[config.mk]
export PLATFORM = sky130hd
export DESIGN_NAME = score_display_bcd
export DESIGN_NICKNAME = d
export VERILOG_FILES = /design/src/rtl/score_display_bcd.sv
export SDC_FILE = /design/constraint.sdc
export NUM_CORES = 1
export LEC_CHECK = 0
export ABC_AREA = 1
export BUFFER_PORTS_ARGS = -buffer_cell sky130_fd_sc_hd__buf_2
export CORE_UTILIZATION = 60
export DETAILED_ROUTE_END_ITERATION = 7
export PLACE_DENSITY = 0.86
export SYNTH_ARGS = -nofsm -noshare
export SYNTH_HDL_FRONTEND = slang
export SYNTH_SLANG_ARGS = --single-unit
[constraint.sdc]
create_clock -name clock -period 19.95 [get_ports clock]
set_input_delay 0 -clock clock [delete_from_list [all_inputs] [get_ports clock]]
set_output_delay 0 -clock clock [all_outputs]
set_load 0.01 [all_outputs]
[src/rtl/score_display_bcd.sv]
// BCD score engine with a right-aligned glyph renderer for the game HUD (2-clock pixel pipeline).
// Optional leading-zero blanking of the upper digits: define SCORE_LZ_BLANK_EN.
module score_display_bcd #(
   parameter int          DIGITS      = 4,
   parameter int          TICK_CYCLES = 20000000,
   parameter int          X_RIGHT     = 1150,
   parameter int          Y_TOP       = 50,
   parameter int          DIGIT_PITCH = 64,
   parameter int          GLYPH_W     = 48,
   parameter int          GLYPH_H     = 64,
   parameter int          SATURATE    = 0,
   parameter logic [11:0] FG_RGB      = 12'hFFF,
   parameter logic [11:0] OVF_RGB     = 12'hF00
) (
   input  logic                  clock,
   input  logic                  reset,
   input  logic [11:0]           display_col,
   input  logic [10:0]           display_row,
   input  logic                  visible,
   input  logic                  hit,
   input  logic                  clear,
   input  logic                  bonus_valid,
   input  logic [3:0]            bonus_amt,
   output logic [4*DIGITS-1:0]   score_bcd,
   output logic                  overflow,
   output logic [3:0]            glyph_digit,
   output logic [5:0]            glyph_x,
   output logic [5:0]            glyph_y,
   input  logic                  glyph_pixel,
   output logic [3:0]            num_red,
   output logic [3:0]            num_green,
   output logic [3:0]            num_blue,
   output logic                  num_visible
);

   localparam int                  SW        = 4 * DIGITS;
   localparam int                  CNT_W     = (TICK_CYCLES > 1) ? $clog2(TICK_CYCLES) : 1;
   localparam logic [CNT_W-1:0]    CNT_LAST  = CNT_W'(TICK_CYCLES - 1);
   localparam logic [SW-1:0]       ALL_NINES = {DIGITS{4'h9}};
   localparam logic signed [15:0]  GW_S      = 16'(GLYPH_W);
   localparam logic signed [15:0]  GH_S      = 16'(GLYPH_H);
   localparam logic signed [15:0]  Y_TOP_S   = 16'(Y_TOP);

   // Decimal ripple add of a 0..10 amount; MSB of the result is the carry out of the top digit.
   function automatic logic [SW:0] bcd_add(input logic [SW-1:0] s, input logic [3:0] amt);
      logic [SW-1:0] r;
      logic [4:0]    sum;
      logic [4:0]    carry;
      r     = '0;
      carry = {1'b0, amt};
      for (int k = 0; k < DIGITS; k++) begin
         sum = {1'b0, s[4*k +: 4]} + carry;
         if (sum > 5'd9) begin
            r[4*k +: 4] = 4'(sum - 5'd10);
            carry       = 5'd1;
         end else begin
            r[4*k +: 4] = sum[3:0];
            carry       = 5'd0;
         end
      end
      return {carry[0], r};
   endfunction

   function automatic logic [SW-1:0] saturate_bcd(input logic [SW-1:0] s, input logic cout);
      return ((SATURATE != 0) && cout) ? ALL_NINES : s;
   endfunction

   function automatic logic signed [15:0] box_left(input int k);
      return 16'(X_RIGHT - k * DIGIT_PITCH);
   endfunction

   logic [CNT_W-1:0] tick_cnt;
   logic             tick;
   logic [3:0]       add_amt;
   logic [SW:0]      add_res;
   logic [SW-1:0]    score_next;

   assign tick = !hit && (tick_cnt == CNT_LAST);

   always_comb begin
      add_amt = {3'b000, tick};
      if (bonus_valid && !hit && (bonus_amt <= 4'd9))
         add_amt = add_amt + bonus_amt;
      add_res    = bcd_add(score_bcd, add_amt);
      score_next = saturate_bcd(add_res[SW-1:0], add_res[SW]);
   end

   always_ff @(posedge clock or posedge reset) begin
      if (reset) begin
         tick_cnt  <= '0;
         score_bcd <= '0;
         overflow  <= 1'b0;
      end else if (clear) begin
         tick_cnt  <= '0;
         score_bcd <= '0;
         overflow  <= 1'b0;
      end else begin
         if (!hit)
            tick_cnt <= tick ? '0 : tick_cnt + CNT_W'(1);
         score_bcd <= score_next;
         if (add_res[SW])
            overflow <= 1'b1;
      end
   end

   logic [DIGITS-1:0] lz_blank;
`ifdef SCORE_LZ_BLANK_EN
   logic lz_zero_above;
   always_comb begin
      lz_zero_above = 1'b1;
      lz_blank      = '0;
      for (int k = DIGITS - 1; k > 0; k--) begin
         lz_zero_above = lz_zero_above && (score_bcd[4*k +: 4] == 4'd0);
         lz_blank[k]   = lz_zero_above;
      end
   end
`else
   assign lz_blank = '0;
`endif

   logic signed [15:0] col_s, row_s, dx, dy;
   logic               row_ok, in_any;
   logic [3:0]         digit_sel;
   logic [5:0]         x_sel, y_sel;

   assign col_s = $signed({4'b0000, display_col});
   assign row_s = $signed({5'b00000, display_row});
   assign dy    = row_s - Y_TOP_S;

   // Walk from the top digit down so the lowest matching k is the one kept.
   always_comb begin
      in_any    = 1'b0;
      digit_sel = '0;
      x_sel     = '0;
      y_sel     = '0;
      dx        = '0;
      row_ok    = (dy >= 0) && (dy < GH_S);
      for (int k = DIGITS - 1; k >= 0; k--) begin
         dx = col_s - box_left(k);
         if (row_ok && (dx >= 0) && (dx < GW_S) && !lz_blank[k]) begin
            in_any    = 1'b1;
            digit_sel = score_bcd[4*k +: 4];
            x_sel     = dx[5:0];
            y_sel     = dy[5:0];
         end
      end
   end

   // Stage 1: glyph ROM address and box hit
   logic [3:0] glyph_digit_p1;
   logic [5:0] glyph_x_p1, glyph_y_p1;
   logic       vld_p1;

   always_ff @(posedge clock or posedge reset) begin
      if (reset) begin
         glyph_digit_p1 <= '0;
         glyph_x_p1     <= '0;
         glyph_y_p1     <= '0;
         vld_p1         <= 1'b0;
      end else begin
         glyph_digit_p1 <= digit_sel;
         glyph_x_p1     <= x_sel;
         glyph_y_p1     <= y_sel;
         vld_p1         <= visible && in_any;
      end
   end

   assign glyph_digit = glyph_digit_p1;
   assign glyph_x     = glyph_x_p1;
   assign glyph_y     = glyph_y_p1;

   // Stage 2: colour from ROM pixel
   logic [11:0] rgb_p2;
   logic        vld_p2;

   always_ff @(posedge clock or posedge reset) begin
      if (reset) begin
         rgb_p2 <= '0;
         vld_p2 <= 1'b0;
      end else begin
         vld_p2 <= vld_p1;
         rgb_p2 <= (vld_p1 && glyph_pixel) ? (overflow ? OVF_RGB : FG_RGB) : 12'h000;
      end
   end

   assign num_visible = vld_p2;
   assign num_red     = rgb_p2[11:8];
   assign num_green   = rgb_p2[7:4];
   assign num_blue    = rgb_p2[3:0];

endmodule

# == Word level (Yosys, flattened, before mapping) ==
# Cells that the tools add are included.
# W data, S select, Z words.
# totals
wordCells,90
in_bits,34
register_bits,72
output_inout_bits,46
# op_classes
reduce_logical,16
n_eq_ne,2
add_sub_neg,15
order_cmp,15
mux,33
# ops
operator,count
$mux W25,3
$ge A13 B1 Y1 const B,4
$lt A13 B7 Y1 const B,4
$mux W6,8
$mux W4,9
$sub A12 B10 Y13 const B,2
$sub A12 B11 Y13 const B,2
$add A25 B1 Y25 const B,1
$eq A25 B25 Y1 const B,1
$gt A5 B4 Y1 const B,4
$mux W16,1
$sub A4 B4 Y4 const B,4
$add A4 B1 Y5,3
$logic_and A1 B1 Y1,14
$ge A12 B1 Y1 const B,1
$lt A12 B8 Y1 const B,1
$mux W12,1
$sub A11 B6 Y12 const B,1
$mux W1,10
$mux W8,1
$add A4 B4 Y5,1
$add A1 B4 Y4,1
$le A4 B4 Y1 const B,1
$ne A2 B1 Y1 const B,1
2 further kinds,2

# == Longest topological paths before layout ==
# logic_depth
ltp_word,18
depth_mapped,44
ltp_nobuf,44

# == Worst setup path before layout ==
# No wires, ideal clock.
# synth_timing
path_type,register to register
start,register tick_cnt[0]
end,register score_bcd[15]
setup_time_ps,136
n_path_buf,0
path_stages_with_launch,42
t_arrival_ps,6376
period_less_slack_ps,6512
required_time_ps,19814
slack_ps,13438
path_cell_list,dfrtp_1 ha_1 nand2_1 nor2_2 nand4_1 nor3_1 nand4_1 inv_1 ha_1 ha_1 nand4_1 fa_1 or2_2 nand2_1 ha_1 nand2_1 nand3_1 nand2_1 (+6 left out) inv_1 ha_1 ha_1 xor2_1 o21ai_0 inv_1 nor2_1 inv_1 ha_1 ha_1 xor2_1 inv_1 ha_1 inv_1 o21ai_0 o21ai_0 and3_1 nor3_1
# synth_via
elab_chain_len,17
word_cells_on_any_way,18
classes_between,add/sub (6); order compare (4); eq/ne (1); mux (6); reduce/logical (1)
# synth_rtl
element,line,text
"start, declared",72,logic [CNT_W-1:0] tick_cnt;
"start signal, assigned",99,tick_cnt <= tick ? '0 : tick_cnt + CNT_W'(1);
$eq A25 B25 Y1 *,78,assign tick = !hit && (tick_cnt == CNT_LAST);
$logic_and A1 B1 Y1 *,78,
$add A1 B4 Y4,83,add_amt = add_amt + bonus_amt;
$mux W4 *,82,if (bonus_valid && !hit && (bonus_amt <= 4'd9))
$add A4 B4 Y5 *,52,"sum = {1'b0, s[4*k +: 4]} + carry;"
$gt A5 B4 Y1 *,53,if (sum > 5'd9) begin
$mux W1 *,53,
$add A4 B1 Y5 *,52,
$gt A5 B4 Y1 *,53,
$mux W1 *,53,
$add A4 B1 Y5 *,52,
$gt A5 B4 Y1 *,53,
$mux W1 *,53,
$add A4 B1 Y5 *,52,
$sub A4 B4 Y4 / $gt A5 B4 Y1 (equally long branches),"54, 53",
$mux W4 *,53,
$mux W16 *,93,end else if (clear) begin
"end signal, assigned",100,score_bcd <= score_next;
"end, declared",24,"output logic [4*DIGITS-1:0] score_bcd,"
# Every way passes the cells marked *; elsewhere a longest branch is shown, timed or not.
# A chain may end at the register's enable or synchronous reset.

# == Worst setup path after layout ==
# Ends and elaborated chain as after synthesis.

==> results by group <==
Logic synthesis
  – Yosys top cell area share: 37.55%
  – Cell taking the most area after synthesis: sky130_fd_sc_hd__dfrtp_1
  – Yosys warning total: 0
  – Post-synthesis sequential area ratio: 37.55%
  – FFs w/ async S/R, synth: 100.0%
  – Synth top area cells: sky130_fd_sc_hd__dfrtp_1, sky130_fd_sc_hd__nand2_1, sky130_fd_sc_hd__inv_1
  – Flip-flop cell with the highest count after synthesis: sky130_fd_sc_hd__dfrtp_1
  – Flop and latch count out of synthesis: between 60 and 70
  – Library cell with the highest instance count after synthesis: sky130_fd_sc_hd__nand2_1
  – Leading post-synthesis cells by instance count: sky130_fd_sc_hd__nand2_1, sky130_fd_sc_hd__inv_1, sky130_fd_sc_hd__dfrtp_1
  – Synthesized area: 0.004131 mm^2
  – Net Count, Synth: just over 600
  – Number of distinct library cells after synthesis: 37
  – EDFF count, synth: 0
  – Cells after Synth: around 560
  – Syn avg cell area: around 7.4 um^2

Die
  – Die width: about 85 um
  – Floorplan core area: around 0.0065 mm^2
  – DIE HEIGHT: about 85 um
  – Starting utilization of the core area: 63.61%
  – Die footprint: around 0.0072 mm^2
  – Top-Level Pins: 80
  – Standard-cell row count: 29

Pwr
  – Peak supply drop: just over 0.05 mV
  – Power density over cell area: about 62 mW/mm^2
  – Reported leakage power: 2.766 nW

Critical path
  – Largest fanout of any net on the critical path: 7
  – Depth of the worst register-to-register path: between 40 and 50
  – Maximum single-stage delay on the critical path: around 0.54 ns
  – Most frequent CP cell: sky130_fd_sc_hd__ha_1
  – Flop2flop setup slack: 12.36 ns
  – Endpoint arrival time on the critical path: just under 8 ns
  – FF-to-FF Start: tick_cnt[0]
  – Worst Setup Path Type: reg -> reg
  – Worst setup path startpoint: tick_cnt[0]
  – CP required: just over 20 ns
  – Element type at the critical path end: register
  – Kind of start point of the critical path: register
  – Slowest library cell on the worst path: sky130_fd_sc_hd__o21ai_0

Hold path
  – Path type of the worst min-delay path: in -> reg
  – Cells on Worst Hold Path: 4
  – Hold Path Origin: display_row[4]

GRT
  – Number of antenna violations at the first check in global routing: 0
  – Overall routing resource usage: between 20% and 30%
  – Vias in the first global route: about 4k
  – Total global routing overflow: 0
  – Largest net degree at the start of global routing: 63
  – Wire length of the first global-routing pass: between 15,000 and 20,000 um

Clocking
  – TritonCTS clock tree: done
  – Clock sink count: 62
  – CTS hold repair buffers: 11
  – Clock latency at the later pin of the worst-skew pair: 0.34 ns
  – # resized after CTS: 0
  – Buffers inserted by post-CTS timing repair: 0
  – Number of buffers on the longest clock path: 2
  – H-tree depth: 3
  – CTS Root Buffer Type: sky130_fd_sc_hd__clkbuf_8
  – Clock transition at the register clock pins on the worst setup and hold paths after CTS: ~0.07 ns
  – Number of buffers created by CTS: 9

Layout
  – Layout cell share with drive strength beyond 1: 20.71%
  – Final Non-Filler Cells: ~730
  – Sequential cell area: approximately 0.0016 mm^2
  – Post-route cell area: 0.004833 mm^2
  – Area taken by multi-input logic gates: 0.002111 mm^2
  – Layout overhead on the synthesized area: 16.99%
  – Total inserted antenna cells: 0
  – Final #Nets: between 700 and 800
  – Final Util: 74.42%
  – Filler Cell Count: a little under 500

Drt
  – Number of DRC violations after detailed routing: 8
  – Via-per-instance ratio: 5.447
  – Drt first-iter violations: ~350
  – Routed wire per std cell: 13.24 um
  – Routed via count: 3,971
  – DRT Pass-1 Iters: 7
  – Remaining number of nets flagged by the antenna check after routing: 0
  – Total Routed Length: between 9000 and 10,000 um

Timing
  – Fmax: ~130 MHz
  – Measured slew at the worst slew-check pin: about 0.77 ns
  – Total count of hold-check failures in the final report: 0
  – Setup repair after global routing missed its margin: no
  – Final min period: 7.592 ns
  – Final Skew: ~0.007 ns
  – Number of slew-limit violations in the final report: 0
  – Final number of setup-violating endpoints: 0
  – Final period utilization: a little under two fifths
  – Fin Setup TNS: 0 ns
  – Worst slew margin relative to its limit: 48.86%

Run status
  – Run status: finished, violations left
  – Violations in the final reports: design-rule violations

Placement
  – Detailed placer's ending HPWL: between 7000 and 8000 um
  – Routability congestion estimate: ~0.90
  – Cell count after placement: between 700 and 800
  – Placed cell area: around 0.0045 mm^2
  – Count of buffers inserted at the top-level ports: 79

Job
  – Number of violations of the max-capacitance limit: 0
## worst max-delay path, delay by kind of cell, from the launching register on
family	cells	cell delay (ns)
simple gates	14	2.08
compound gates	6	1.25
buf+inv	8	0.68
xor+xnor	3	0.54
flops	1	0.39
fa+ha+maj	12	2.58
## power breakdown
part | switching [mW] | internal, mW
sequential | 0.00412 | 0.130
combinational | 0.0343 | 0.0209
clock | 0.0481 | 0.0644
## path summary, 6_finish.rpt
kind | endpoint
max | score_bcd[15]
min | glyph_y[4]
max reg2reg | score_bcd[15]
min reg2reg | num_visible
max in group asynchronous | num_visible
min in group asynchronous | tick_cnt[18]
## placed cells by master, fill, tap and decap left out, drive strengths merged
cell         Yosys  routed
nand2          133     133
inv             96      96
buf             13      80
nor2            64      64
dfrtp           62      62
nand3           42      42
a21oi           26      26
o21ai           23      23
nor3            21      21
ha              20      20
xor2            14      14
clkbuf           1      13
nand4           12      12
dlygate4sd3      0      11
xnor2            7       7
nor4             6       6
o21bai           5       5
a211oi           4       4
a31oi            1       1
and2             1       1
o2111ai          1       1
o211ai           1       1
or2              1       1
nand3b           1       1
and3             1       1
mux2i            1       1
nor3b            1       1
fa               1       1
clkinv           0       1
clkinvlp         0       1
bufinv           0       1
## cell type report
| class | instances | share of cell area, % |
|---|---|---|
| clock buffer | 13 | 3.288 |
| clock inverter | 3 | 0.8801 |
| inverter | 96 | 7.455 |
| multi-input combinational | 387 | 43.67 |
| sequential | 62 | 32.10 |
| tap | 77 | 1.993 |
| timing repair buffer | 91 | 10.61 |
## per-layer routing
metal	GRT usage (%)	wire, um	part of all wire [%]
met2	49.12	4770	49
met4	13.87	213	2.2
met5	0	0	0
met1	35.47	3999	41
met3	5.837	666	6.9
## through the flow
step	setup WS (ns)	total power, mW	hold slack, ns
2_1_floorplan	13.44	0.1711	0.09823
3_3_place_gp	13.14	0.1857	0.1977
3_5_place_dp	12.49	0.1886	0.1999
4_1_cts	12.48	0.3013	0.0006725
5_1_grt	11.63	0.3160	0.008366
6_report	12.36	0.3015	0.005325
## flip-flops by register name, indices dropped and copies added (netlist names)
register     cells
overflow         1
num_visible      1
glyph_digit      4
score_bcd       16
vld_p1           1
glyph_x          6
rgb_p2           2
glyph_y          6
tick_cnt        25
## logic make-up after synthesis
group,synth area share [%]
AO/OA/AOI/OAI,8.116
buffers and inverters,11.36
adder cells (fa/ha/maj),6.542
multiplexers,0.2423
AND/OR/NAND/NOR,31.74
flip-flops,37.55
XOR/XNOR,4.452
Note: power is estimated with default switching activity, not from simulation.
